`src/rtl/calc_resp_if.sv`:
```
// Per-port calculator request/response bundle: the bench drives requests through
// the master modport, the engine answers through the slave modport.
`timescale 1ns/1ps

interface calc_resp_if;
    logic [3:0]  req_cmd_in;
    logic [31:0] req_data_in;
    logic [1:0]  out_resp;
    logic [31:0] out_data;
    logic [7:0]  drop_cnt;

    modport master (
        output req_cmd_in, req_data_in,
        input  out_resp, out_data, drop_cnt
    );

    modport slave (
        input  req_cmd_in, req_data_in,
        output out_resp, out_data, drop_cnt
    );
endinterface

```
`src/rtl/calc_resp_engine.sv`:
```
// Single-port calculator responder: two-cycle request capture, request FIFO, execute FSM.
// Optional macro CALC_SHIFT_EN enables the shift-left/shift-right commands (5/6).
`timescale 1ns/1ps

module calc_resp_engine #(
    parameter int QDEPTH = 4
) (
    input  logic        c_clk,
    input  logic        reset,
    calc_resp_if.slave  bus
);

    localparam int AW = (QDEPTH > 1) ? $clog2(QDEPTH) : 1;
    localparam logic [AW:0] FULL_CNT = (AW+1)'(QDEPTH);

    typedef enum logic [1:0] {IDLE, EXEC, SHIFT2, RESP} state_t;

    typedef struct packed {
        logic [3:0]  cmd;
        logic [31:0] op1;
        logic [31:0] op2;
    } entry_t;

    // Returns {resp, data} for add, subtract and every command treated as invalid.
    function automatic logic [33:0] exec_arith(input logic [3:0] cmd,
                                               input logic [31:0] a,
                                               input logic [31:0] b);
        logic [32:0] sum;
        sum = {1'b0, a} + {1'b0, b};
        case (cmd)
            4'd1:    exec_arith = sum[32] ? {2'd2, 32'd0} : {2'd1, sum[31:0]};
            4'd2:    exec_arith = (b > a) ? {2'd2, 32'd0} : {2'd1, a - b};
            default: exec_arith = {2'd2, 32'd0};
        endcase
    endfunction

`ifdef CALC_SHIFT_EN
    function automatic logic [31:0] exec_shift(input logic left,
                                               input logic [31:0] a,
                                               input logic [4:0]  sh);
        exec_shift = left ? (a << sh) : (a >> sh);
    endfunction
`endif

    state_t          state_q, state_d;
    logic            cap_vld_q, cap_vld_d;
    logic [3:0]      cap_cmd_q;
    logic [31:0]     cap_op1_q;
    entry_t          mem_q [QDEPTH];
    logic [AW-1:0]   wr_ptr_q, wr_ptr_d;
    logic [AW-1:0]   rd_ptr_q, rd_ptr_d;
    logic [AW:0]     cnt_q, cnt_d;
    logic [7:0]      drop_q, drop_d;
    entry_t          wk_q;
    logic [1:0]      out_resp_q, out_resp_d;
    logic [31:0]     out_data_q, out_data_d;

    logic            push, push_ok, drop, pop, empty, full;
    entry_t          push_entry;
    logic [33:0]     arith_res;
`ifdef CALC_SHIFT_EN
    logic            is_shift;
    logic [31:0]     shift_res;
`endif

    // A nonzero command is only recognised when the capture stage is not in its op2 cycle.
    always_comb begin
        cap_vld_d = 1'b0;
        if (!cap_vld_q && bus.req_cmd_in != 4'd0) begin
            cap_vld_d = 1'b1;
        end
    end

    assign push       = cap_vld_q;
    assign push_entry = {cap_cmd_q, cap_op1_q, bus.req_data_in};
    assign empty      = (cnt_q == '0);
    assign full       = (cnt_q == FULL_CNT);
    assign push_ok    = push && (!full || pop);
    assign drop       = push && full && !pop;

    always_comb begin
        wr_ptr_d = push_ok ? wr_ptr_q + AW'(1) : wr_ptr_q;
        rd_ptr_d = pop ? rd_ptr_q + AW'(1) : rd_ptr_q;
        case ({push_ok, pop})
            2'b10:   cnt_d = cnt_q + (AW+1)'(1);
            2'b01:   cnt_d = cnt_q - (AW+1)'(1);
            default: cnt_d = cnt_q;
        endcase
        drop_d = (drop && drop_q != 8'hFF) ? drop_q + 8'd1 : drop_q;
    end

    assign arith_res = exec_arith(wk_q.cmd, wk_q.op1, wk_q.op2);
`ifdef CALC_SHIFT_EN
    assign is_shift  = (wk_q.cmd == 4'd5) || (wk_q.cmd == 4'd6);
    assign shift_res = exec_shift(wk_q.cmd == 4'd5, wk_q.op1, wk_q.op2[4:0]);
`endif

    // Output registers are loaded only on the transition into RESP and fall back to zero otherwise.
    always_comb begin
        state_d    = state_q;
        pop        = 1'b0;
        out_resp_d = 2'd0;
        out_data_d = 32'd0;
        case (state_q)
            IDLE: begin
                if (!empty) begin
                    pop     = 1'b1;
                    state_d = EXEC;
                end
            end
            EXEC: begin
                state_d                  = RESP;
                {out_resp_d, out_data_d} = arith_res;
`ifdef CALC_SHIFT_EN
                if (is_shift) begin
                    state_d    = SHIFT2;
                    out_resp_d = 2'd0;
                    out_data_d = 32'd0;
                end
`endif
            end
            SHIFT2: begin
`ifdef CALC_SHIFT_EN
                state_d    = RESP;
                out_resp_d = 2'd1;
                out_data_d = shift_res;
`else
                state_d    = IDLE;
`endif
            end
            RESP: begin
                if (!empty) begin
                    pop     = 1'b1;
                    state_d = EXEC;
                end else begin
                    state_d = IDLE;
                end
            end
            default: state_d = IDLE;
        endcase
    end

    always_ff @(posedge c_clk or negedge reset) begin
        if (!reset) begin
            state_q    <= IDLE;
            cap_vld_q  <= 1'b0;
            wr_ptr_q   <= '0;
            rd_ptr_q   <= '0;
            cnt_q      <= '0;
            drop_q     <= 8'd0;
            out_resp_q <= 2'd0;
            out_data_q <= 32'd0;
        end else begin
            state_q    <= state_d;
            cap_vld_q  <= cap_vld_d;
            wr_ptr_q   <= wr_ptr_d;
            rd_ptr_q   <= rd_ptr_d;
            cnt_q      <= cnt_d;
            drop_q     <= drop_d;
            out_resp_q <= out_resp_d;
            out_data_q <= out_data_d;
        end
    end

    // Payload storage carries no reset; occupancy and FSM state decide whether it is meaningful.
    always_ff @(posedge c_clk) begin
        if (cap_vld_d) begin
            cap_cmd_q <= bus.req_cmd_in;
            cap_op1_q <= bus.req_data_in;
        end
        if (push_ok) begin
            mem_q[wr_ptr_q] <= push_entry;
        end
        if (pop) begin
            wk_q <= mem_q[rd_ptr_q];
        end
    end

    assign bus.out_resp = out_resp_q;
    assign bus.out_data = out_data_q;
    assign bus.drop_cnt = drop_q;

endmodule

```
`src/flat_wrapper.sv`:
```
// flat-port wrapper written by rule: the top's interface ports become plain ports
module calc_resp_engine_flat 
#(
    parameter int QDEPTH = 4
)
  (c_clk, reset, bus_req_cmd_in, bus_req_data_in, bus_out_resp, bus_out_data, bus_drop_cnt);
  calc_resp_if bus_i ();
  input  logic c_clk;
  input  logic reset;
  input wire logic [$bits(bus_i.req_cmd_in)-1:0] bus_req_cmd_in;
  input wire logic [$bits(bus_i.req_data_in)-1:0] bus_req_data_in;
  output wire logic [$bits(bus_i.out_resp)-1:0] bus_out_resp;
  output wire logic [$bits(bus_i.out_data)-1:0] bus_out_data;
  output wire logic [$bits(bus_i.drop_cnt)-1:0] bus_drop_cnt;
  assign bus_i.req_cmd_in = bus_req_cmd_in;
  assign bus_i.req_data_in = bus_req_data_in;
  assign bus_out_resp = bus_i.out_resp;
  assign bus_out_data = bus_i.out_data;
  assign bus_drop_cnt = bus_i.drop_cnt;
  calc_resp_engine #(.QDEPTH(QDEPTH)) u_core (.c_clk(c_clk), .reset(reset), .bus(bus_i));
endmodule
```
`config.mk`:
```
export PLATFORM = sky130hd
export DESIGN_NAME = calc_resp_engine_flat
export DESIGN_NICKNAME = d
export VERILOG_FILES = /design/src/rtl/calc_resp_if.sv /design/src/rtl/calc_resp_engine.sv /design/src/flat_wrapper.sv
export SDC_FILE = /design/constraint.sdc
export NUM_CORES = 1
export LEC_CHECK = 0
export ABC_AREA = 1
export BUFFER_PORTS_ARGS = -buffer_cell sky130_fd_sc_hd__buf_2
export CAP_MARGIN = 20
export CORE_MARGIN = 2
export CORE_UTILIZATION = 30
export DETAILED_ROUTE_END_ITERATION = 12
export GPL_ROUTABILITY_DRIVEN = 1
export HOLD_SLACK_MARGIN = 0.02
export PLACE_DENSITY = 0.45
export SLEW_MARGIN = 20
export SYNTH_ARGS = -nofsm -noshare
export SYNTH_HDL_FRONTEND = slang
export SYNTH_SLANG_ARGS = --single-unit
```
`constraint.sdc`:
```
create_clock -name c_clk -period 6.5 [get_ports c_clk]
set_clock_uncertainty 0.2 [all_clocks]
set_input_delay 1.3 -clock c_clk [delete_from_list [all_inputs] [get_ports c_clk]]
set_output_delay 1.3 -clock c_clk [all_outputs]
set_load 0.02 [all_outputs]
```
==> impl_metrics.prom, run 1 <==
# TYPE chip_impl_metric gauge
chip_impl_info{name="end_kind",value="flop"} 1
chip_impl_metric{name="netlist-cell-type-count",unit=""} 39
chip_impl_metric{name="synth_top_area_frac",unit=""} 0.543
chip_impl_info{name="yosys_most_used_dff",value="edfxtp_1"} 1
chip_impl_metric{name="finalWorstSetupSlack",unit="ns"} 3.19
chip_impl_info{name="run_status",value="completed"} 1
chip_impl_metric{name="globalRouteTotalUtil",unit=""} 0.159
chip_impl_metric{name="antenna_violating_nets_post_route",unit=""} 0
chip_impl_metric{name="synth-edff-count",unit=""} 376
chip_impl_metric{name="coreArea",unit="sq um"} 68600
chip_impl_metric{name="design.portCount",unit=""} 80
chip_impl_metric{name="finalWorstPathRequiredPeriod",unit="ns"} 3.31
chip_impl_metric{name="die_area",unit="sq um"} 71400
chip_impl_metric{name="worstPathArrival",unit="ns"} 3.32
chip_impl_metric{name="ys_ff_latch",unit=""} 428
chip_impl_metric{name="grt_start_max_net_pins",unit=""} 105
chip_impl_metric{name="report.final.hold_viol_count",unit=""} 0
chip_impl_metric{name="port_buffers",unit=""} 79
chip_impl_metric{name="final_min_period_over_clock_period",unit=""} 0.510
chip_impl_metric{name="place.detailed.hpwl",unit="um"} 39600
chip_impl_metric{name="start_util",unit=""} 0.303
chip_impl_metric{name="dr.pass1.iters",unit=""} 5
chip_impl_metric{name="timing.setup.tns",unit="ns"} 0
chip_impl_info{name="ys_top_cells_by_area",value="edfxtp_1 (54%), nand2_1 (8.5%), dfrtp_1 (6.3%)"} 1
chip_impl_metric{name="number_of_buffers_created_by_cts",unit=""} 47
chip_impl_metric{name="seq_total_area_yosys",unit=""} 0.605
chip_impl_metric{name="timing.fmax",unit="GHz"} 0.302
chip_impl_metric{name="grt-ovfl-total",unit=""} 0
chip_impl_info{name="synth_top_area_cell",value="edfxtp_1"} 1
chip_impl_metric{name="yosys_warnings",unit=""} 0
chip_impl_metric{name="worst_endpoint_required_time",unit="ns"} 6.51
chip_impl_metric{name="clock_sink_count",unit=""} 428
chip_impl_metric{name="antenna_found_initial",unit=""} 3
chip_impl_metric{name="clock_tree.buffer_depth",unit=""} 3
chip_impl_metric{name="post_drt_wl_per_cell",unit="um"} 17.9
chip_impl_metric{name="layout_nets",unit=""} 2301
chip_impl_metric{name="post_cts_hold_buffer_count",unit=""} 0
chip_impl_info{name="synth.cells.most_frequent",value="nand2_1 (473), edfxtp_1 (376), inv_1 (287)"} 1
chip_impl_metric{name="die_height",unit="um"} 267
chip_impl_metric{name="pre_cts_ws",unit="ns"} 3.08
chip_impl_metric{name="avg_inst_size_synth",unit="sq um"} 9.80
chip_impl_metric{name="syn_inst",unit=""} 2122
chip_impl_metric{name="drv_slew",unit=""} 0
chip_impl_metric{name="critical_path.max_fanout",unit=""} 44
chip_impl_metric{name="synthArstFlopShare",unit=""} 0.121
chip_impl_info{name="critical_path_startpoint_category",value="flop"} 1
chip_impl_metric{name="via_count_of_the_first_global_routing_pass",unit=""} 14000
chip_impl_metric{name="slew_headroom",unit=""} 0.346
chip_impl_info{name="synth_most_common_cell",value="nand2_1"} 1
chip_impl_metric{name="clock_insertion_delay_worst_skew",unit="ns"} 0.60
chip_impl_metric{name="drive_gt1_frac",unit=""} 0.0953
chip_impl_metric{name="worstMarginPinSlew",unit="ns"} 0.972
chip_impl_metric{name="post_cts.repair.setup_buffers",unit=""} 0
chip_impl_metric{name="n_fill_cell",unit=""} 6961
chip_impl_metric{name="postSynthNetCount",unit=""} 2238
chip_impl_metric{name="clkSlewWorstSetupHoldPaths",unit="ns"} 0.06
chip_impl_info{name="root_buffer",value="clkbuf_16"} 1
chip_impl_metric{name="gpl.final_weighted_congestion",unit=""} 0.885
chip_impl_metric{name="total_drc_errors_in_the_routed_layout",unit=""} 0
chip_impl_info{name="rsz0062_at_grt",value="false"} 1
chip_impl_metric{name="post_synth_design_cell_area",unit="sq um"} 20800
chip_impl_metric{name="multi_input_comb_area",unit="sq um"} 6730
chip_impl_metric{name="number_of_violations_of_the_max_capacitance_limit",unit=""} 0
chip_impl_metric{name="seq_area",unit="sq um"} 12600
chip_impl_metric{name="grt_pass1_wl",unit="um"} 85300
chip_impl_info{name="timing_worst_setup_path_type",value="flop to flop"} 1
chip_impl_metric{name="r2r_setup_slk",unit="ns"} 3.19
chip_impl_metric{name="number_of_vias_in_the_routed_layout",unit=""} 14200
chip_impl_metric{name="reg2regPathDepth",unit=""} 6
chip_impl_metric{name="whs_path_depth",unit=""} 0
chip_impl_metric{name="wirelength_routed",unit="um"} 56400
chip_impl_metric{name="flow.area_growth_from_synthesis",unit="%"} 13.5
chip_impl_metric{name="detail_route.iter0.violations",unit=""} 1011
chip_impl_metric{name="postCtsResizedCells",unit=""} 0
chip_impl_info{name="tritoncts",value="built"} 1
chip_impl_metric{name="finalSetupViolations",unit=""} 0
chip_impl_metric{name="route.detailed.vias_per_inst",unit=""} 4.51
chip_impl_metric{name="htree_num_levels",unit=""} 2
chip_impl_info{name="type_of_the_tightest_min_delay_check",value="flop to flop"} 1
chip_impl_metric{name="num_rows",unit=""} 96
chip_impl_metric{name="die_boundary_width",unit="um"} 267
==> layer usage <==
metal,global-route usage,share of wire,up-vias
met1,0.222,0.48,6754
met4,0.0456,0.024,2
met5,0,0.00012,-
met2,0.253,0.45,265
li1,-,-,7131
met3,0.0258,0.045,71
==> cell families (layout without fill, tap and decap cells) <==
| logic type | count (synthesis) | after routing | share of synthesized area |
|---|---|---|---|
| AO/OA/AOI/OAI | 303 | 303 | 0.0792 |
| adder cells (fa/ha/maj) | 78 | 78 | 0.0480 |
| multiplexers | 1 | 1 | 0.000541 |
| AND/OR/NAND/NOR | 900 | 900 | 0.177 |
| other | 0 | 2 | 0 |
| buffers and inverters | 371 | 473 | 0.0730 |
| XOR/XNOR | 41 | 41 | 0.0173 |
| flip-flops | 428 | 428 | 0.605 |
==> sequential cells by signal (all words and copies together), names as in the netlist <==
name                 count
u_core.wk_q             68
u_core.bus.drop_cnt      8
u_core.cap_op1_q        32
u_core.bus.out_resp      2
u_core.rd_ptr_q          2
u_core.bus.out_data     32
u_core.cnt_q             3
u_core.wr_ptr_q          2
u_core.mem_q           272
u_core.cap_cmd_q         4
u_core.cap_vld_q         1
u_core.state_q           2
==> critical path, cell delays in order, from the launching register on <==
cell     delay [ns]
dfrtp_1        0.40
inv_1          0.13
ha_1           0.29
nand3_1        0.12
nand2_1        0.30
nor2_4         0.75
buf_4          0.68
==> worst paths after layout <==
path	start	end
worst max-delay path	u_core.state_q[1]$_DFFE_PN0P_	u_core.mem_q[2][8]$_DFFE_PP_
worst min-delay path	u_core.cap_op1_q[13]$_DFFE_PP_	u_core.mem_q[1][45]$_DFFE_PP_
worst max register to register	u_core.state_q[1]$_DFFE_PN0P_	u_core.mem_q[2][8]$_DFFE_PP_
worst min register to register	u_core.cap_op1_q[13]$_DFFE_PP_	u_core.mem_q[1][45]$_DFFE_PP_
max in group asynchronous	reset	u_core.rd_ptr_q[0]$_DFFE_PN0P_
min in group asynchronous	reset	u_core.bus.out_data[17]$_DFF_PN0_
==> placed cells by master, fill, tap and decap left out, drive strengths merged, types with 2 or more instances in the layout <==
cell      count
edfxtp      376
o22ai        68
nor2        288
clkinv       24
diode         2
dfrtp        52
nor3         15
a21oi        69
ha           75
and2         11
nand2       493
o21bai        6
and3          2
xor2         33
buf          92
xnor2         8
nand3        70
bufinv        2
o21ai       160
clkinvlp      5
clkbuf       58
inv         292
nand4        17
fa            3
==> through the flow <==
| stage | cells | util | hold slack, ns | instance area, sq um |
|---|---|---|---|---|
| detailed placement | 3067 | 0.322 | 0.287 | 22100 |
| global placement | 3067 | 0.322 | 0.268 | 22100 |
| CTS | 3155 | 0.344 | 0.279 | 23600 |
| finish | 3157 | 0.344 | 0.288 | 23600 |
| floorplan | 2122 | - | 0.259 | 20800 |
| global route | 3155 | 0.344 | 0.308 | 23600 |
==> cell type report <==
cell class	count	area share
Sequential cell	428	0.534
Multi-Input combinational cell	1323	0.285
Clock buffer	58	0.0529
Tap cell	931	0.0494
Inverter	293	0.0467
Timing Repair Buffer	92	0.0214
Clock inverter	30	0.0104
Antenna cell	2	0.000212
Power of run 1 is not shown: default switching activity piles up to over one toggle a cycle in this logic, so the estimate is an artifact.
==> run 2: changes to the inputs <==
Settings changed: PLACE_DENSITY 0.45 to 0.46.
Clock period 6.5 ns to 2.7 ns, I/O delays scaled along.
==> impl_metrics.prom, run 2 (synthesized netlist as in run 1, its figures left out) <==
# TYPE chip_impl_metric gauge
chip_impl_info{name="run_status",value="completed"} 1
chip_impl_metric{name="finalWorstPathRequiredPeriod",unit="ns"} 2.60
chip_impl_info{name="type_of_the_tightest_min_delay_check",value="input port to async pin"} 1
chip_impl_metric{name="finalSetupViolations",unit=""} 0
chip_impl_metric{name="clock_insertion_delay_worst_skew",unit="ns"} 0.59
chip_impl_metric{name="layout_nets",unit=""} 2436
chip_impl_metric{name="worstMarginPinSlew",unit="ns"} 0.570
chip_impl_metric{name="die_area",unit="sq um"} 71400
chip_impl_metric{name="timing.fmax",unit="GHz"} 0.385
chip_impl_metric{name="globalRouteTotalUtil",unit=""} 0.165
chip_impl_metric{name="final_min_period_over_clock_period",unit=""} 0.963
chip_impl_metric{name="worst_path_largest_cell_delay",unit="ns"} 0.45
chip_impl_metric{name="design.portCount",unit=""} 80
chip_impl_metric{name="coreArea",unit="sq um"} 68600
chip_impl_metric{name="worst_endpoint_required_time",unit="ns"} 2.99
chip_impl_info{name="root_buffer",value="clkbuf_16"} 1
chip_impl_metric{name="gpl.final_weighted_congestion",unit=""} 0.940
chip_impl_metric{name="clkSlewWorstSetupHoldPaths",unit="ns"} 0.06
chip_impl_metric{name="slew_headroom",unit=""} 0.618
chip_impl_metric{name="number_of_vias_in_the_routed_layout",unit=""} 14900
chip_impl_metric{name="num_antenna_cells",unit=""} 0
chip_impl_metric{name="critical_path.max_fanout",unit=""} 7
chip_impl_info{name="largest_registers",value="u_core.mem_q x272, u_core.wk_q x68"} 1
chip_impl_metric{name="antenna_violating_nets_post_route",unit=""} 0
chip_impl_metric{name="grt_pass1_wl",unit="um"} 89000
chip_impl_info{name="critical_path_startpoint_category",value="flop"} 1
chip_impl_metric{name="grt_start_max_net_pins",unit=""} 80
chip_impl_info{name="rsz0062_at_grt",value="true"} 1
chip_impl_metric{name="detail_route.iter0.violations",unit=""} 1074
chip_impl_info{name="leading_cell_type_in_the_layout_fill_and_taps_excluded",value="nand2_1"} 1
chip_impl_metric{name="via_count_of_the_first_global_routing_pass",unit=""} 14700
chip_impl_info{name="critical-path-slowest-cell",value="fa_2"} 1
chip_impl_metric{name="clock_tree.buffer_depth",unit=""} 3
chip_impl_metric{name="timing.setup.tns",unit="ns"} 0
chip_impl_info{name="final_cell_mix",value="nand2_1 (466), edfxtp_1 (376), inv_1 (283), nor2_1 (266), o21ai_0 (156)"} 1
chip_impl_metric{name="total_drc_errors_in_the_routed_layout",unit=""} 0
chip_impl_metric{name="route.detailed.vias_per_inst",unit=""} 4.53
chip_impl_metric{name="worstPathArrival",unit="ns"} 2.89
chip_impl_metric{name="reg2regPathDepth",unit=""} 13
chip_impl_metric{name="hold_worst_slack",unit="ns"} 0.254
chip_impl_metric{name="drv_slew",unit=""} 0
chip_impl_info{name="timing_worst_setup_path_type",value="flop to flop"} 1
chip_impl_metric{name="die_boundary_width",unit="um"} 267
chip_impl_metric{name="n_fill_cell",unit=""} 6907
chip_impl_metric{name="place.detailed.hpwl",unit="um"} 42100
chip_impl_metric{name="start_util",unit=""} 0.303
chip_impl_metric{name="flow.area_growth_from_synthesis",unit="%"} 22.2
chip_impl_metric{name="num_rows",unit=""} 96
chip_impl_metric{name="grt-ovfl-total",unit=""} 0
chip_impl_info{name="cpMostUsedCell",value="nand2_2"} 1
chip_impl_metric{name="report.final.hold_viol_count",unit=""} 0
chip_impl_metric{name="dr.pass1.iters",unit=""} 5
chip_impl_metric{name="number_of_buffers_created_by_cts",unit=""} 47
chip_impl_metric{name="port_buffers",unit=""} 79
chip_impl_metric{name="largest_reg_flops",unit=""} 272
chip_impl_info{name="path_cells",value="ha_2 -> fa_2 -> nor2_4 -> o21ai_2 -> nand2_4 -> nand2_2 -> nand2_2 -> nand2_2 -> a21oi_4 -> buf_12 -> buf_12 -> nand2_1 -> a21oi_1"} 1
chip_impl_metric{name="post_drt_wl_per_cell",unit="um"} 18.0
chip_impl_metric{name="wirelength_routed",unit="um"} 59100
chip_impl_metric{name="htree_num_levels",unit=""} 2
chip_impl_metric{name="clock_sink_count",unit=""} 428
chip_impl_metric{name="number_of_violations_of_the_max_capacitance_limit",unit=""} 0
chip_impl_info{name="largest_register",value="u_core.mem_q"} 1
chip_impl_metric{name="antenna_found_initial",unit=""} 1
chip_impl_info{name="end_kind",value="flop"} 1
chip_impl_metric{name="die_height",unit="um"} 267
chip_impl_info{name="tritoncts",value="built"} 1
chip_impl_metric{name="drive_gt1_frac",unit=""} 0.158
## run 2: cell count changes in the layout (fill, tap and decap cells not counted), sizes merged
cell,previous run,this run
buf,92,188
dlygate4sd3,0,37
bufinv,2,6
clkinvlp,5,2
clkbuf,58,56
diode,2,0
inv,292,294
## run 2: layout make-up
class | instances | area (sq um) | area share
Sequential cell | 428 | 12600 | 0.496
Clock buffer | 54 | 1200 | 0.0473
Multi-Input combinational cell | 1323 | 7050 | 0.277
Timing Repair Buffer | 227 | 1910 | 0.0753
Inverter | 293 | 1100 | 0.0433
Tap cell | 931 | 1160 | 0.0458
Clock inverter | 33 | 382 | 0.0150
## run 2: critical path, delay by kind of cell (launching register included)
family	cells	cell delay, ns
AO/OA/AOI/OAI	3	0.43
adder cells (fa/ha/maj)	2	0.66
buffers and inverters	2	0.28
flip-flops	1	0.43
AND/OR/NAND/NOR	6	0.50
## run 2: what timing repair did
action / CTS / global route
gates resized for setup: 9 / 59
setup endpoints to repair: 20 / 34
pin swaps: 0 / 6
hold buffers: 37 / 0
gates cloned: 0 / 3
hold endpoints to repair: 180 / 0
buffers inserted: 0 / 3
## run 2: stage by stage
stage	cell area, sq um	instances	utilization	setup WS (ns)
final	25400	3289	0.370	0.101
after global routing	25400	3289	0.370	-0.0487
after CTS	25100	3283	0.365	0.0106
after detailed placement	23100	3159	0.336	-0.120
after global placement	23100	3159	0.336	-0.131
after floorplan	20900	2122	-	-0.317
## run 2: final timing paths
| check | start | to | slack [ns] |
|---|---|---|---|
| worst max-delay path | u_core.wk_q[0]$_DFFE_PP_ | u_core.bus.out_data[3]$_DFF_PN0_ | 0.10 |
| worst min-delay path | reset | u_core.bus.drop_cnt[7]$_DFFE_PN0P_ | 0.25 |
| worst max register to register | u_core.wk_q[0]$_DFFE_PP_ | u_core.bus.out_data[3]$_DFF_PN0_ | 0.10 |
| worst min register to register | u_core.cap_op1_q[7]$_DFFE_PP_ | u_core.mem_q[2][39]$_DFFE_PP_ | 0.30 |
| max in group asynchronous | reset | u_core.bus.out_data[7]$_DFF_PN0_ | 1.42 |
| min in group c_clk | u_core.cap_op1_q[7]$_DFFE_PP_ | u_core.mem_q[2][39]$_DFFE_PP_ | 0.30 |
## run 2: per-layer routing
layer	vias to the layer above	part of all wire	wire length, um	track usage
met5	-	0	0	0
met4	0	0.020	1190	0.0377
met3	63	0.051	3020	0.0263
met2	317	0.44	26000	0.260
met1	7115	0.49	28800	0.238
li1	7406	-	-	-
Power of run 2 is left out for the same reason.
==> run 3: changes to the inputs <==
Settings changed: MAX_ROUTING_LAYER from default to met4.
==> impl_metrics.prom, run 3 (synthesized netlist as in run 1, its figures left out) <==
# TYPE chip_impl_metric gauge
chip_impl_metric{name="hold_worst_slack",unit="ns"} 0.279
chip_impl_info{name="largest_register",value="u_core.mem_q"} 1
chip_impl_metric{name="antenna_found_initial",unit=""} 1
chip_impl_metric{name="largest_reg_flops",unit=""} 272
chip_impl_metric{name="finalWorstSetupSlack",unit="ns"} 0.0655
chip_impl_metric{name="number_of_buffers_created_by_cts",unit=""} 48
chip_impl_metric{name="drv_slew",unit=""} 0
chip_impl_metric{name="die_height",unit="um"} 267
chip_impl_metric{name="report.final.hold_viol_count",unit=""} 0
chip_impl_metric{name="worstMarginPinSlew",unit="ns"} 0.591
chip_impl_metric{name="reg2regPathDepth",unit=""} 15
chip_impl_metric{name="finalSetupViolations",unit=""} 0
chip_impl_metric{name="wirelength_routed",unit="um"} 60800
chip_impl_info{name="largest_registers",value="u_core.mem_q x272, u_core.wk_q x68"} 1
chip_impl_metric{name="layout_nets",unit=""} 2457
chip_impl_metric{name="critical_path.max_fanout",unit=""} 6
chip_impl_metric{name="antenna_violating_nets_post_route",unit=""} 0
chip_impl_metric{name="start_util",unit=""} 0.303
chip_impl_info{name="rr_startpoint",value="u_core.wk_q[0]$_DFFE_PP_"} 1
chip_impl_metric{name="number_of_violations_of_the_max_capacitance_limit",unit=""} 0
chip_impl_metric{name="slew_headroom",unit=""} 0.606
chip_impl_metric{name="die_area",unit="sq um"} 71400
chip_impl_metric{name="worst_endpoint_required_time",unit="ns"} 3.01
chip_impl_metric{name="r2r_setup_slk",unit="ns"} 0.07
chip_impl_info{name="run_status",value="completed"} 1
chip_impl_metric{name="place.detailed.hpwl",unit="um"} 42600
chip_impl_metric{name="clock_tree.buffer_depth",unit=""} 3
chip_impl_info{name="final_cell_mix",value="nand2_1 (455), edfxtp_1 (376), inv_1 (281), nor2_1 (270), o21ai_0 (155)"} 1
chip_impl_metric{name="num_rows",unit=""} 96
chip_impl_metric{name="htree_num_levels",unit=""} 2
chip_impl_metric{name="via_count_of_the_first_global_routing_pass",unit=""} 14900
chip_impl_metric{name="globalRouteTotalUtil",unit=""} 0.177
chip_impl_metric{name="grt_start_max_net_pins",unit=""} 90
chip_impl_metric{name="clock_sink_count",unit=""} 428
chip_impl_info{name="end_kind",value="flop"} 1
chip_impl_metric{name="gpl.final_weighted_congestion",unit=""} 0.953
chip_impl_metric{name="number_of_vias_in_the_routed_layout",unit=""} 15100
chip_impl_metric{name="final_min_period_over_clock_period",unit=""} 0.976
chip_impl_info{name="rsz0062_at_grt",value="true"} 1
chip_impl_metric{name="grt-ovfl-total",unit=""} 0
chip_impl_info{name="worst_setup_sp",value="u_core.wk_q[0]$_DFFE_PP_"} 1
chip_impl_metric{name="detail_route.iter0.violations",unit=""} 1070
chip_impl_metric{name="worstPathArrival",unit="ns"} 2.94
chip_impl_info{name="crit_end",value="u_core.bus.out_data[26]$_DFF_PN0_"} 1
chip_impl_metric{name="coreArea",unit="sq um"} 68600
chip_impl_metric{name="finalWorstPathRequiredPeriod",unit="ns"} 2.63
chip_impl_metric{name="drive_gt1_frac",unit=""} 0.173
chip_impl_metric{name="pre_cts_ws",unit="ns"} -0.208
chip_impl_metric{name="route.detailed.vias_per_inst",unit=""} 4.55
chip_impl_info{name="root_buffer",value="clkbuf_16"} 1
chip_impl_metric{name="total_drc_errors_in_the_routed_layout",unit=""} 0
chip_impl_metric{name="post_drt_wl_per_cell",unit="um"} 18.4
chip_impl_metric{name="port_buffers",unit=""} 79
chip_impl_metric{name="grt_pass1_wl",unit="um"} 91700
chip_impl_metric{name="design.portCount",unit=""} 80
chip_impl_metric{name="dr.pass1.iters",unit=""} 5
chip_impl_info{name="critical_path_startpoint_category",value="flop"} 1
chip_impl_info{name="leading_cell_type_in_the_layout_fill_and_taps_excluded",value="nand2_1"} 1
chip_impl_metric{name="clock_insertion_delay_worst_skew",unit="ns"} 0.60
chip_impl_info{name="tritoncts",value="built"} 1
chip_impl_metric{name="timing.fmax",unit="GHz"} 0.380
chip_impl_info{name="type_of_the_tightest_min_delay_check",value="input port to async pin"} 1
chip_impl_info{name="r2r_end",value="u_core.bus.out_data[26]$_DFF_PN0_"} 1
chip_impl_metric{name="clkSlewWorstSetupHoldPaths",unit="ns"} 0.07
chip_impl_metric{name="die_boundary_width",unit="um"} 267
chip_impl_metric{name="flow.area_growth_from_synthesis",unit="%"} 23.9
chip_impl_info{name="timing_worst_setup_path_type",value="flop to flop"} 1
[run 3: cell types whose count changed in the layout (fill, tap and decap cells not counted), sizes merged]
cell / change
nand2: +2
diode: +1
clkbuf: +5
clkinv: -3
buf: +20
inv: +2
bufinv: -3
[run 3: through the flow]
step | TNS (ns) | instance area (sq um) | cells | util
finish | 0 | 25800 | 3313 | 0.376
global route | -0.136 | 25800 | 3313 | 0.376
CTS | -0.0327 | 25300 | 3308 | 0.369
detailed placement | -2.82 | 23200 | 3173 | 0.338
global placement | -2.31 | 23200 | 3173 | 0.338
floorplan | -0.549 | 20900 | 2122 | -
[run 3: worst max-delay path: stages, from the launching register on]
cell	delay, ns
edfxtp_1	0.40
buf_6	0.14
ha_2	0.18
fa_2	0.36
nor2_2	0.14
o21ai_2	0.08
nand2_4	0.09
nand2_2	0.06
nand2_4	0.07
nand2_4	0.06
a21oi_4	0.20
buf_12	0.15
buf_12	0.10
buf_16	0.12
nand2_1	0.06
a21oi_1	0.13
[run 3: how the worst min path moves through the flow]
stage          cells past startpoint                                 end  slack [ns]
2_1_floorplan                      0  u_core.bus.drop_cnt[0]$_DFFE_PN0P_        0.04
3_3_place_gp                       0       u_core.mem_q[0][43]$_DFFE_PP_        0.27
3_5_place_dp                       0       u_core.mem_q[3][54]$_DFFE_PP_        0.28
4_1_cts                            0       u_core.mem_q[2][51]$_DFFE_PP_        0.29
5_1_grt                            0       u_core.mem_q[0][40]$_DFFE_PP_        0.31
6_report                           2   u_core.bus.out_data[25]$_DFF_PN0_        0.28
[run 3: final cells by class]
cell class / instances / area, sq um
Sequential cell: 428 / 12600
Clock buffer: 61 / 1270
Clock inverter: 29 / 280
Tap cell: 931 / 1160
Fill cell: 6816 / 42800
Timing Repair Buffer: 245 / 2060
Inverter: 293 / 1100
Multi-Input combinational cell: 1325 / 7280
Antenna cell: 1 / 2.50
[run 3: repair_timing]
action	4_1_cts	5_1_grt
setup endpoints to repair	34	34
hold buffers	37	0
resized for setup	30	83
setup buffers	5	3
pin swaps	4	13
hold endpoints to repair	184	0
cloned	3	1
[run 3: routing by layer]
layer	vias up	wire, um	track usage
li1	7457	-	-
met1	7211	29400	0.246
met2	314	27500	0.271
met3	84	2460	0.0233
met4	0	1470	0.0487
met5	-	0	-
Power of run 3 is left out for the same reason.
